$ cat src/rtl/branch_resolve_unit.sv
// Execute-stage branch/jump resolution: computes taken/target, checks the fetch
// prediction, raises a one-cycle redirect plus a multi-cycle flush on mispredict.
module branch_resolve_unit #(
    parameter int unsigned FLUSH_CYCLES = 2
) (
    input  logic        clk,
    input  logic        rst,
    input  logic        in_valid,
    output logic        in_ready,
    input  logic [1:0]  in_op,
    input  logic [2:0]  in_funct3,
    input  logic [31:0] in_pc,
    input  logic [31:0] in_rs1,
    input  logic [31:0] in_rs2,
    input  logic [31:0] in_imm,
    input  logic        in_pred_taken,
    input  logic [31:0] in_pred_target,
    output logic        out_valid,
    input  logic        out_ready,
    output logic        out_taken,
    output logic [31:0] out_link,
    output logic        out_illegal,
    output logic        redirect_valid,
    output logic [31:0] redirect_pc,
    output logic        flush,
    output logic [31:0] perf_branches,
    output logic [31:0] perf_mispredicts
);

    localparam int unsigned XLEN = 32;
    localparam int unsigned CW   = 4;

    typedef enum logic {ST_RUN, ST_FLUSH} state_t;

    state_t          r_state;
    state_t          w_state_nxt;
    logic [CW-1:0]   r_cnt;
    logic [CW-1:0]   w_cnt_nxt;

    logic            w_eq;
    logic            w_lt;
    logic            w_ltu;
    logic            w_taken;
    logic            w_illegal;
    logic [XLEN-1:0] w_target;
    logic [XLEN-1:0] w_pc4;
    logic [XLEN-1:0] w_next_pc;
    logic [XLEN-1:0] w_pred_pc;
    logic            w_mispredict;
    logic            w_accept;

    assign w_eq  = (in_rs1 == in_rs2);
    assign w_lt  = ($signed(in_rs1) < $signed(in_rs2));
    assign w_ltu = (in_rs1 < in_rs2);

    // Outcome and target decode
    always_comb begin
        w_taken   = 1'b0;
        w_illegal = 1'b0;
        w_target  = in_pc + in_imm;
        unique case (in_op)
            2'b00: begin
                unique case (in_funct3)
                    3'b000:  w_taken = w_eq;
                    3'b001:  w_taken = ~w_eq;
                    3'b100:  w_taken = w_lt;
                    3'b101:  w_taken = ~w_lt;
                    3'b110:  w_taken = w_ltu;
                    3'b111:  w_taken = ~w_ltu;
                    default: w_illegal = 1'b1;
                endcase
            end
            2'b01: w_taken = 1'b1;
            2'b10: begin
                w_taken  = 1'b1;
                w_target = (in_rs1 + in_imm) & ~XLEN'(1);
            end
            default: w_illegal = 1'b1;
        endcase
    end

    assign w_pc4        = in_pc + XLEN'(4);
    assign w_next_pc    = w_taken ? w_target : w_pc4;
    assign w_pred_pc    = in_pred_taken ? in_pred_target : w_pc4;
    assign w_mispredict = ~w_illegal & (w_next_pc != w_pred_pc);

    // During flush every offered input is swallowed, so ready is unconditional
    assign in_ready = (r_state == ST_FLUSH) | ~out_valid | out_ready;
    assign w_accept = in_valid & in_ready & (r_state == ST_RUN);
    assign flush    = (r_state == ST_FLUSH);

    always_ff @(posedge clk) begin
        if (rst) begin
            r_state <= ST_RUN;
            r_cnt   <= '0;
        end else begin
            r_state <= w_state_nxt;
            r_cnt   <= w_cnt_nxt;
        end
    end

    always_comb begin
        w_state_nxt = r_state;
        w_cnt_nxt   = r_cnt;
        unique case (r_state)
            ST_RUN: begin
                if (w_accept && w_mispredict) begin
                    w_state_nxt = ST_FLUSH;
                    w_cnt_nxt   = CW'(FLUSH_CYCLES);
                end
            end
            ST_FLUSH: begin
                if (r_cnt <= CW'(1)) begin
                    w_state_nxt = ST_RUN;
                    w_cnt_nxt   = '0;
                end else begin
                    w_cnt_nxt = r_cnt - CW'(1);
                end
            end
            default: begin
                w_state_nxt = ST_RUN;
                w_cnt_nxt   = '0;
            end
        endcase
    end

    // Output register, redirect pulse and event counters
    always_ff @(posedge clk) begin
        if (rst) begin
            out_valid        <= 1'b0;
            out_taken        <= 1'b0;
            out_link         <= '0;
            out_illegal      <= 1'b0;
            redirect_valid   <= 1'b0;
            redirect_pc      <= '0;
            perf_branches    <= '0;
            perf_mispredicts <= '0;
        end else begin
            redirect_valid <= w_accept & w_mispredict;
            if (w_accept) begin
                out_valid   <= 1'b1;
                out_taken   <= w_taken;
                out_link    <= w_pc4;
                out_illegal <= w_illegal;
            end else if (out_ready) begin
                out_valid <= 1'b0;
            end
            if (w_accept && w_mispredict) begin
                redirect_pc      <= w_next_pc;
                perf_mispredicts <= perf_mispredicts + XLEN'(1);
            end
            if (w_accept && !w_illegal) begin
                perf_branches <= perf_branches + XLEN'(1);
            end
        end
    end

endmodule

$ cat config.mk
export PLATFORM = sky130hd
export DESIGN_NAME = branch_resolve_unit
export DESIGN_NICKNAME = d
export VERILOG_FILES = /design/src/rtl/branch_resolve_unit.sv
export SDC_FILE = /design/constraint.sdc
export NUM_CORES = 1
export LEC_CHECK = 0
export CAP_MARGIN = 20
export CORE_MARGIN = 4
export CORE_UTILIZATION = 52
export DETAILED_ROUTE_END_ITERATION = 10
export PLACE_DENSITY_LB_ADDON = 0.08
export RECOVER_POWER = 50
export SLEW_MARGIN = 20
export SYNTH_ARGS = -nofsm -noshare
export SYNTH_HDL_FRONTEND = slang
export SYNTH_SLANG_ARGS = --single-unit
$ cat constraint.sdc
create_clock -name clk -period 5.9 [get_ports clk]
set_input_delay 0.885 -clock clk [delete_from_list [all_inputs] [get_ports clk]]
set_output_delay 0.885 -clock clk [all_outputs]
set_load 0.01 [all_outputs]
Word-level counts from Yosys, hierarchy flattened
Index checks and enable logic that the tools add are counted.

word-level totals
  register bits = 137
  input bits = 170
  logic and storage cells = 64

operators by class
  $add $sub $neg = 6
  $lt $le $gt $ge = 3
  equal/unequal tests = 10
  muxes and demuxes = 15
  bitwise logic cells = 12
  reduce and logical (&&, ||, !) cells = 8

operators with widths
  cell                                                                    count
  32-bit 2-to-1 mux                                                       3
  32-bit by 1-bit adder with 32-bit output (second input constant)        2
  32-bit adder                                                            2
  32-bit less-than comparator                                             2
  32-bit by 3-bit adder with 32-bit output (second input constant)        1
  32-bit == test                                                          1
  32-bit inequality test                                                  1
  3-bit == test (second input constant)                                   4
  4-bit 2-to-1 mux                                                        2
  4-bit one-hot mux with 2 select lines                                   1
  1-bit NOT                                                               6
  1-bit one-hot mux with 2 select lines                                   3
  1-bit one-hot mux with 6 select lines                                   1
  6-bit OR reduction                                                      1
  1-bit 2-to-1 mux                                                        5
  1-bit bitwise AND                                                       4
  4-bit by 1-bit <= comparator with 1-bit output (second input constant)  1
  4-bit by 1-bit subtractor with 4-bit output (second input constant)     1
  3-bit by 1-bit == test with 1-bit output (second input constant)        1
  3-bit zero test                                                         1
  2-bit by 1-bit == test with 1-bit output (second input constant)        1
  2-bit == test (second input constant)                                   1
  1-bit logical AND                                                       2
  2-bit zero test                                                         1
  other kinds (5)                                                         6

Longest topological paths before layout
Gate-level depths: netlist (run 1).

  depth after elaboration = 10
  depth in mapped cells = 20
  gate-level depth less buffers = 15

Worst setup path before layout (run 1)
No wires, ideal clock.

  kind = in2reg
  start point = in in_pc[0]
  end point = reg redirect_pc[29]
  setup time = 0.116 ns
  arrival time = 5.007 ns
  path slack = 0.778 ns
  cell stages on the path = 18
  buffers on the path = 3
  path through = ha_1 -> fa_1 -> a211oi_1 -> o211ai_2 -> a32oi_1 -> o211ai_1 -> xnor2_1 -> a211oi_1 -> xnor2_1 -> or4_1 -> or4_1 -> o31ai_2 -> and4_1 -> buf_4 -> buf_6 -> buf_6 -> nor4_1 -> a31o_1

on the way
  cells in the longest elaborated chain, start to end = 6
  elaborated cells between the ends (all ways) = 8

ends and longest elaborated chain
  element                 RTL line  text
  start, declared         12        input logic [31:0] in_pc,
  32-bit adder            60        w_target = in_pc + in_imm;
  32-bit 2-to-1 mux       61        unique case (in_op)
  32-bit 2-to-1 mux       83        assign w_next_pc = w_taken ? w_target : w_pc4;
  32-bit inequality test  85        assign w_mispredict = ~w_illegal & (w_next_pc != w_pred_pc);
  1-bit bitwise AND       85
  1-bit logical AND       148       if (w_accept && w_mispredict) begin
  end signal, assigned    149       redirect_pc <= w_next_pc;
  end, declared           24        output logic [31:0] redirect_pc,

Parallel ways exist; a longest one is shown, timed or not.
A chain may end at the register's enable or synchronous reset.

Final worst setup path (run 1)
  start point = in in_pc[0]
  end point = reg redirect_pc[4]

The elaborated chain is that of the path after synthesis.

==> flow_summary.rst, run 1 <==
.. list-table::
   :header-rows: 1

   * - Metric
     - Value
   * - Outcome
     - completed
   * - Synthesis Warnings
     - 0
   * - Highest Clock Rate
     - 177 MHz
   * - Via count normalized by instance count
     - 6.25
   * - Quantity of hold-fixing buffers added after cts
     - 0
   * - Gate Count Post-Synth
     - 1811
   * - Cell type with the largest total area after synthesis
     - dfxtp_1
   * - Post-Route Hold Slack
     - 0.457 ns
   * - Proportion of layout cells with a drive suffix above 1
     - 8.84%
   * - Power after layout
     - 3430 uW
   * - Final period utilization
     - 95.8%
   * - Final GP Congestion
     - 1.01
   * - Share of synthesized area occupied by flip-flops and latches
     - 20.5%
   * - Antenna violations before repair
     - 3
   * - Mean post-synth cell area
     - 7.37 um2
   * - Core utilization of the finished layout
     - 70.8%
   * - Overflow after GRT
     - 0
   * - Clock root buffer
     - clkbuf_16
   * - Post-Synthesis Net Count
     - 2084
   * - Core ar.
     - 0.0253 mm2
   * - Final-report max-slew violation count
     - 0
   * - Cells taking the most area after synthesis
     - dfxtp_1 (21%), ha_1 (9.5%), a21oi_1 (6.8%)
   * - Die outline area
     - 0.0283 mm2
   * - Largest net degree at the start of global routing
     - 98
   * - Via count of the first global-routing pass
     - 14.4k
   * - Total global routing track utilization
     - 33.2%
   * - Number of different library cells in the post-synthesis netlist
     - 83
   * - Max VDD drop
     - 0.000235 V
   * - Top cell types by occurrence after synthesis
     - a21oi_1 (181), nor2_1 (166), nand2_1 (154), dfxtp_1 (137), ha_1 (101)
   * - Violation count after the first detailed-route iteration
     - 1862
   * - Max incr delay on CP
     - 0.49 ns
   * - Drt wl/cell
     - 20.1 um
   * - Chip height
     - 168 um
   * - Slowest cell on the critical path
     - or4_1
   * - TritonCTS sink count
     - 137
   * - Required time worst endpoint
     - 6.23 ns
   * - Die width
     - 168 um
   * - Final Skew
     - 0.00989 ns
   * - Total of flip-flops plus latches after synthesis
     - 137
   * - Maximum fanout count along the critical path
     - 18
   * - Max Root-Sink Buffers
     - 2
   * - CTS H-Tree Depth
     - 4
   * - Number of clock buffers inserted by TritonCTS
     - 17
   * - First-pass GRT wire length
     - 76.5 mm
   * - Slew Limit Headroom
     - 27.1%
   * - Detailed-routing iteration count for the pre-antenna-repair pass
     - 6
   * - Fraction of synthesis flops using an asynchronous set or reset pin
     - 0%
   * - # port buffers
     - 303
   * - Drt drc
     - 0
   * - Cell area after synthesis
     - 0.0134 mm2
   * - Endpoints failing setup
     - 0
   * - Cell Pwr Density
     - 192 mW/mm2
   * - Actual transition at the worst max-transition pin
     - 1.09 ns
   * - Cell class contributing the biggest share of worst-path delay
     - compound AO/OA/AOI/OAI gates
   * - Clk slew on worst S/H paths
     - 0.06 ns
   * - Most repeated cell in the gate-level netlist after synthesis
     - a21oi_1
   * - Total routed wirelength
     - 50.0 mm
   * - Crit path arrival time
     - 5.98 ns
   * - Cell Rows
     - 58
   * - Placement-stage worst setup slack
     - -0.179 ns
   * - Clock tree from TritonCTS
     - yes
   * - Pleak
     - 0.00726 uW
   * - Vias after detailed routing
     - 15.6k
   * - Total Nets Final
     - 2421
   * - CP startpoint kind
     - input port
   * - Worst path bufs/invs
     - 4
   * - Number of flops mapped to enable cells by yosys
     - 0
   * - Layout Area Growth over Synthesis
     - 33.9%
   * - RSZ-0062 raised after global routing
     - no
   * - Count of boundary I/O pins
     - 304
   * - Area share of the leading cell type in the synthesized netlist
     - 20.5%
   * - Antenna-violating nets left
     - 0
   * - Worst-case setup margin in the final layout
     - 0.250 ns
   * - Most common flop cell mapped by yosys
     - dfxtp_1
   * - Worst setup EP type
     - flop
   * - Post-detailed-placement half-perimeter wirelength
     - 40.4 mm
   * - Class of the tightest hold or removal check
     - flop to flop
   * - Number of maximum-capacitance violations
     - 0
   * - Clock network latency to the later pin of the worst-skew pair
     - 0.42 ns
   * - Critical setup path kind
     - input port to flop
   * - Crit path time final
     - 5.65 ns
   * - Ordered list of cells on the worst path
     - clkdlybuf4s50_1 -> ha_1 -> fa_1 -> a211oi_1 -> o211ai_2 -> a32oi_1 -> buf_4 -> o211ai_1 -> xnor2_1 -> a211oi_2 -> xnor2_1 -> or4_1 -> or4_1 -> o31ai_2 -> and4_2 -> buf_12 -> buf_4 -> o21ai_0 -> a21oi_1
   * - Initial core utilization
     - 52.9%
   * - Number of fillers in the final layout
     - 2074
   * - Hold violation total from the final report
     - 0
==> flip-flops by register name (all words and copies together) (netlist names) <==
signal	cells
r_cnt	4
out_taken	1
out_illegal	1
perf_mispredicts	32
redirect_valid	1
flush	1
redirect_pc	32
out_valid	1
perf_branches	32
out_link	32
==> worst paths after layout <==
| path | start | to | slack (ns) | cells after the start |
|---|---|---|---|---|
| setup reg to reg | perf_mispredicts[3] | perf_mispredicts[31] | 2.38 | 13 |
| hold reg to reg | out_link[1] | out_link[1] | 0.46 | 2 |
| setup / recovery | in_pc[0] | redirect_pc[4] | 0.25 | 19 |
| hold / removal | out_link[1] | out_link[1] | 0.46 | 2 |
==> worst min-delay path, stage by stage (launching register included) <==
cell and delay [ns]:
dfxtp_1 0.31, nand2_1 0.05, a21oi_1 0.05
==> cells by family after synthesis <==
logic type / Yosys count / synth area share [%]
multiplexers: 22 / 1.70
flip-flops: 137 / 20.5
AO/OA/AOI/OAI: 557 / 27.2
buffers and inverters: 181 / 5.59
XOR/XNOR: 159 / 10.6
AND/OR/NAND/NOR: 652 / 24.5
adder cells (fa/ha/maj): 103 / 9.76
==> power breakdown <==
group | internal [uW] | leakage, uW | switching, uW | total (uW)
Clock | 554 | 0.000267 | 455 | 1010
Combinational | 621 | 0.00588 | 800 | 1420
Sequential | 972 | 0.00112 | 32.5 | 1000
==> layer usage <==
layer / wire (um) / global-route usage, % / vias to the layer above
li1: - / - / 7431
met1: 20700 / 43.1 / 7239
met2: 23200 / 55.7 / 781
met3: 3940 / 4.25 / 129
met4: 2170 / 13.5 / 2
met5: 14 / 0 / -
==> cells in the final DEF (no fill, tap or decap), drive strengths merged, types with 35 or more instances in the layout <==
cell	instances
nand4	51
a21oi	181
nor2	167
dlygate4sd3	126
buf	121
nand3	72
xnor2	86
clkdlybuf4s50	176
o21ai	101
inv	85
dfxtp	137
a211oi	47
ha	101
nand2	154
nor3	40
o31ai	35
xor2	71
==> metrics by stage <==
stage,setup TNS (ns),cell area [um2],std cells
floorplan,0,13400,1811
global placement,-0.219,17300,2459
CTS,0,17900,2491
global route,0,17900,2492
detailed placement,-5.92,17300,2459
finish,0,17900,2493
==> final cells by class <==
cell class                 count  area [um2]  share of cell area (%)
timing repair buffer         423        4010                    22.4
antenna                        2        5.00                  0.0280
tap                          330         413                    2.31
clock inverter                15         131                   0.735
multi-input combinational   1493        9880                    55.2
inverter                      76         285                    1.59
sequential                   137        2740                    15.3
clock buffer                  17         425                    2.38
==> repair_timing <==
| action | in CTS | in global routing |
|---|---|---|
| buffers inserted | 0 | 0 |
| gates resized for setup | 0 | 3 |
| hold endpoints to repair | 0 | 0 |
| setup endpoints to repair | 0 | 17 |
(Power assumes the default switching activity.)
==> run 2, diff against run 1 <==
--- a/config.mk
+++ b/config.mk
@@ -6,7 +6,6 @@
 export NUM_CORES = 1
 export LEC_CHECK = 0
 export CAP_MARGIN = 20
-export CORE_MARGIN = 4
 export CORE_UTILIZATION = 52
 export DETAILED_ROUTE_END_ITERATION = 10
 export PLACE_DENSITY_LB_ADDON = 0.08
==> run 2 against run 1 <==
Maximum frequency decreased by 0.63%; clock power increased by 9%; register-to-register slack got worse by 0.04 ns; first-iteration DRC count decreased by 6.3%; largest power group unchanged; wire length decreased by 4.7%; sequential cell count unchanged.
==> flow_summary.rst, run 2 (synthesis results as in run 1) <==
.. list-table::
   :header-rows: 1

   * - Metric
     - Value
   * - Net Sw Frac
     - 36.4%
   * - Number of maximum-capacitance violations
     - 0
   * - First-pass GRT wire length
     - 73.9 mm
   * - Chip height
     - 162 um
   * - Core ar.
     - 0.0252 mm2
   * - # port buffers
     - 303
   * - Overflow after GRT
     - 0
   * - Commonest cells after routing, fill and taps aside
     - a21oi_1 (181), clkdlybuf4s50_1 (175), nor2_1 (165)
   * - Largest net degree at the start of global routing
     - 70
   * - Antenna-violating nets left
     - 0
   * - Total Nets Final
     - 2419
   * - Final-report max-slew violation count
     - 0
   * - Switching power
     - 1280 uW
   * - Proportion of layout cells with a drive suffix above 1
     - 8.75%
   * - Highest Signal Layer
     - met4
   * - Cell Pwr Density
     - 196 mW/mm2
   * - Total global routing track utilization
     - 35.3%
   * - Total routed wirelength
     - 47.7 mm
   * - Commonest non-fill, non-tap cell in the layout
     - a21oi_1
   * - Detailed-routing iteration count for the pre-antenna-repair pass
     - 6
   * - Via count of the first global-routing pass
     - 14.1k
   * - Violation count after the first detailed-route iteration
     - 1744
   * - Initial core utilization
     - 53.0%
   * - Crit path arrival time
     - 5.99 ns
   * - Clk slew on worst S/H paths
     - 0.07 ns
   * - Post-Route Hold Slack
     - 0.451 ns
   * - Routed length on met1
     - 20.6 mm
   * - Final GP Congestion
     - 1.03
   * - CTS H-Tree Depth
     - 4
   * - Share of total power in sequential cells
     - 28.6%
   * - Final Skew
     - 0.00877 ns
   * - Setup total negative slack
     - 0 ns
   * - Clock tree from TritonCTS
     - yes
   * - Post-detailed-placement half-perimeter wirelength
     - 38.3 mm
   * - Met3 layer wire length in the routed design
     - 2.99 mm
   * - Via count normalized by instance count
     - 6.18
   * - TritonCTS sink count
     - 137
   * - Crit path time final
     - 5.69 ns
   * - Drt wl/cell
     - 19.1 um
   * - Maximum fanout count along the critical path
     - 24
   * - Max VDD drop
     - 0.000260 V
   * - Count of boundary I/O pins
     - 304
   * - Antenna violations before repair
     - 1
   * - Hold violation total from the final report
     - 0
   * - Worst setup EP type
     - flop
   * - Number of fillers in the final layout
     - 2076
   * - Outcome
     - completed
   * - Actual transition at the worst max-transition pin
     - 1.10 ns
   * - Core utilization of the finished layout
     - 70.9%
   * - CP startpoint kind
     - input port
   * - Clock network latency to the later pin of the worst-skew pair
     - 0.42 ns
   * - Internal power
     - 2230 uW
   * - Slew Limit Headroom
     - 26.8%
   * - Vias after detailed routing
     - 15.4k
   * - Clock root buffer
     - clkbuf_16
   * - Clk network pwr share
     - 31.3%
   * - Layout Area Growth over Synthesis
     - 33.8%
   * - Drt drc
     - 0
   * - Number of clock buffers inserted by TritonCTS
     - 17
   * - Pleak
     - 0.00726 uW
   * - RSZ-0062 raised after global routing
     - no
   * - Endpoints failing setup
     - 0
   * - Die outline area
     - 0.0263 mm2
   * - Final period utilization
     - 96.4%
   * - Class of the tightest hold or removal check
     - flop to flop
   * - Max Root-Sink Buffers
     - 2
   * - Die width
     - 162 um
   * - Met2 wirelength from detailed routing
     - 22.6 mm
   * - Quantity of hold-fixing buffers added after cts
     - 0
   * - Combinational power share
     - 40.2%
   * - Required time worst endpoint
     - 6.21 ns
   * - Highest Clock Rate
     - 176 MHz
   * - Critical setup path kind
     - input port to flop
   * - Flip-flop and latch area
     - 0.00274 mm2
   * - Multi-input gate area in the final layout
     - 0.00988 mm2
   * - Cell Rows
     - 58
   * - Post-CTS setup-driven buffer insertion count
     - 0
## run 2: path summary, 6_finish.rpt
path	start	slack [ns]	cells past startpoint	end
min reg2reg	out_link[1]	0.45	2	out_link[1]
max reg2reg	perf_mispredicts[4]	2.34	13	perf_mispredicts[30]
max	in_pc[0]	0.21	17	perf_mispredicts[4]
min	out_link[1]	0.45	2	out_link[1]
## run 2: metrics by stage
| step | power [uW] | cells | instance area, um2 | setup slack (ns) |
|---|---|---|---|---|
| 6_report | 3510 | 2490 | 17900 | 0.214 |
| 5_1_grt | 3660 | 2490 | 17900 | 0.0551 |
| 4_1_cts | 3500 | 2489 | 17900 | 0.309 |
| 3_5_place_dp | 2410 | 2457 | 17300 | -0.0788 |
| 3_3_place_gp | 2390 | 2457 | 17300 | -0.0332 |
| 2_1_floorplan | 1830 | 1811 | 13400 | 0.778 |
## run 2: critical path, cell delays in order
cell and delay (ns):
clkdlybuf4s50_1 0.47, ha_1 0.26, fa_1 0.40, a211oi_1 0.32, o211ai_2 0.15, a32oi_1 0.44, buf_4 0.20, a2111o_1 0.12
o311ai_0 0.18, a2111o_1 0.40, or4_1 0.46, or4_1 0.43, o31ai_2 0.33, and4_2 0.37, buf_4 0.28, nor4_1 0.09
o21a_1 0.22
## run 2: layer usage
layer / up-vias / global-route usage (%)
met3: 99 / 3.42
met5: - / 0
li1: 7420 / -
met1: 7218 / 46.7
met2: 662 / 59.6
met4: 0 / 12.6
## run 2: what timing repair did
action / in CTS / in global routing
endpoints found under the setup margin: 0 / 5
resized for setup: 0 / 1
hold endpoints to repair: 0 / 0
## run 2: layout make-up
class	count	area share [%]
diodes	1	0.0140
multi-input cells	1493	55.3
clock inverters	15	0.995
flip-flops and latches	137	15.4
well taps	330	2.31
repair buffers	421	22.1
clock buffers	17	2.38
inverters	76	1.60
## run 2: power groups by stage
stage | Sequential, uW | Combinational [uW] | Clock [uW]
after floorplan | 1040 | 793 | 0
after global placement | 1020 | 1370 | 0
after detailed placement | 1020 | 1390 | 0
after CTS | 1000 | 1400 | 1100
after global routing | 1010 | 1520 | 1140
final | 1000 | 1410 | 1100
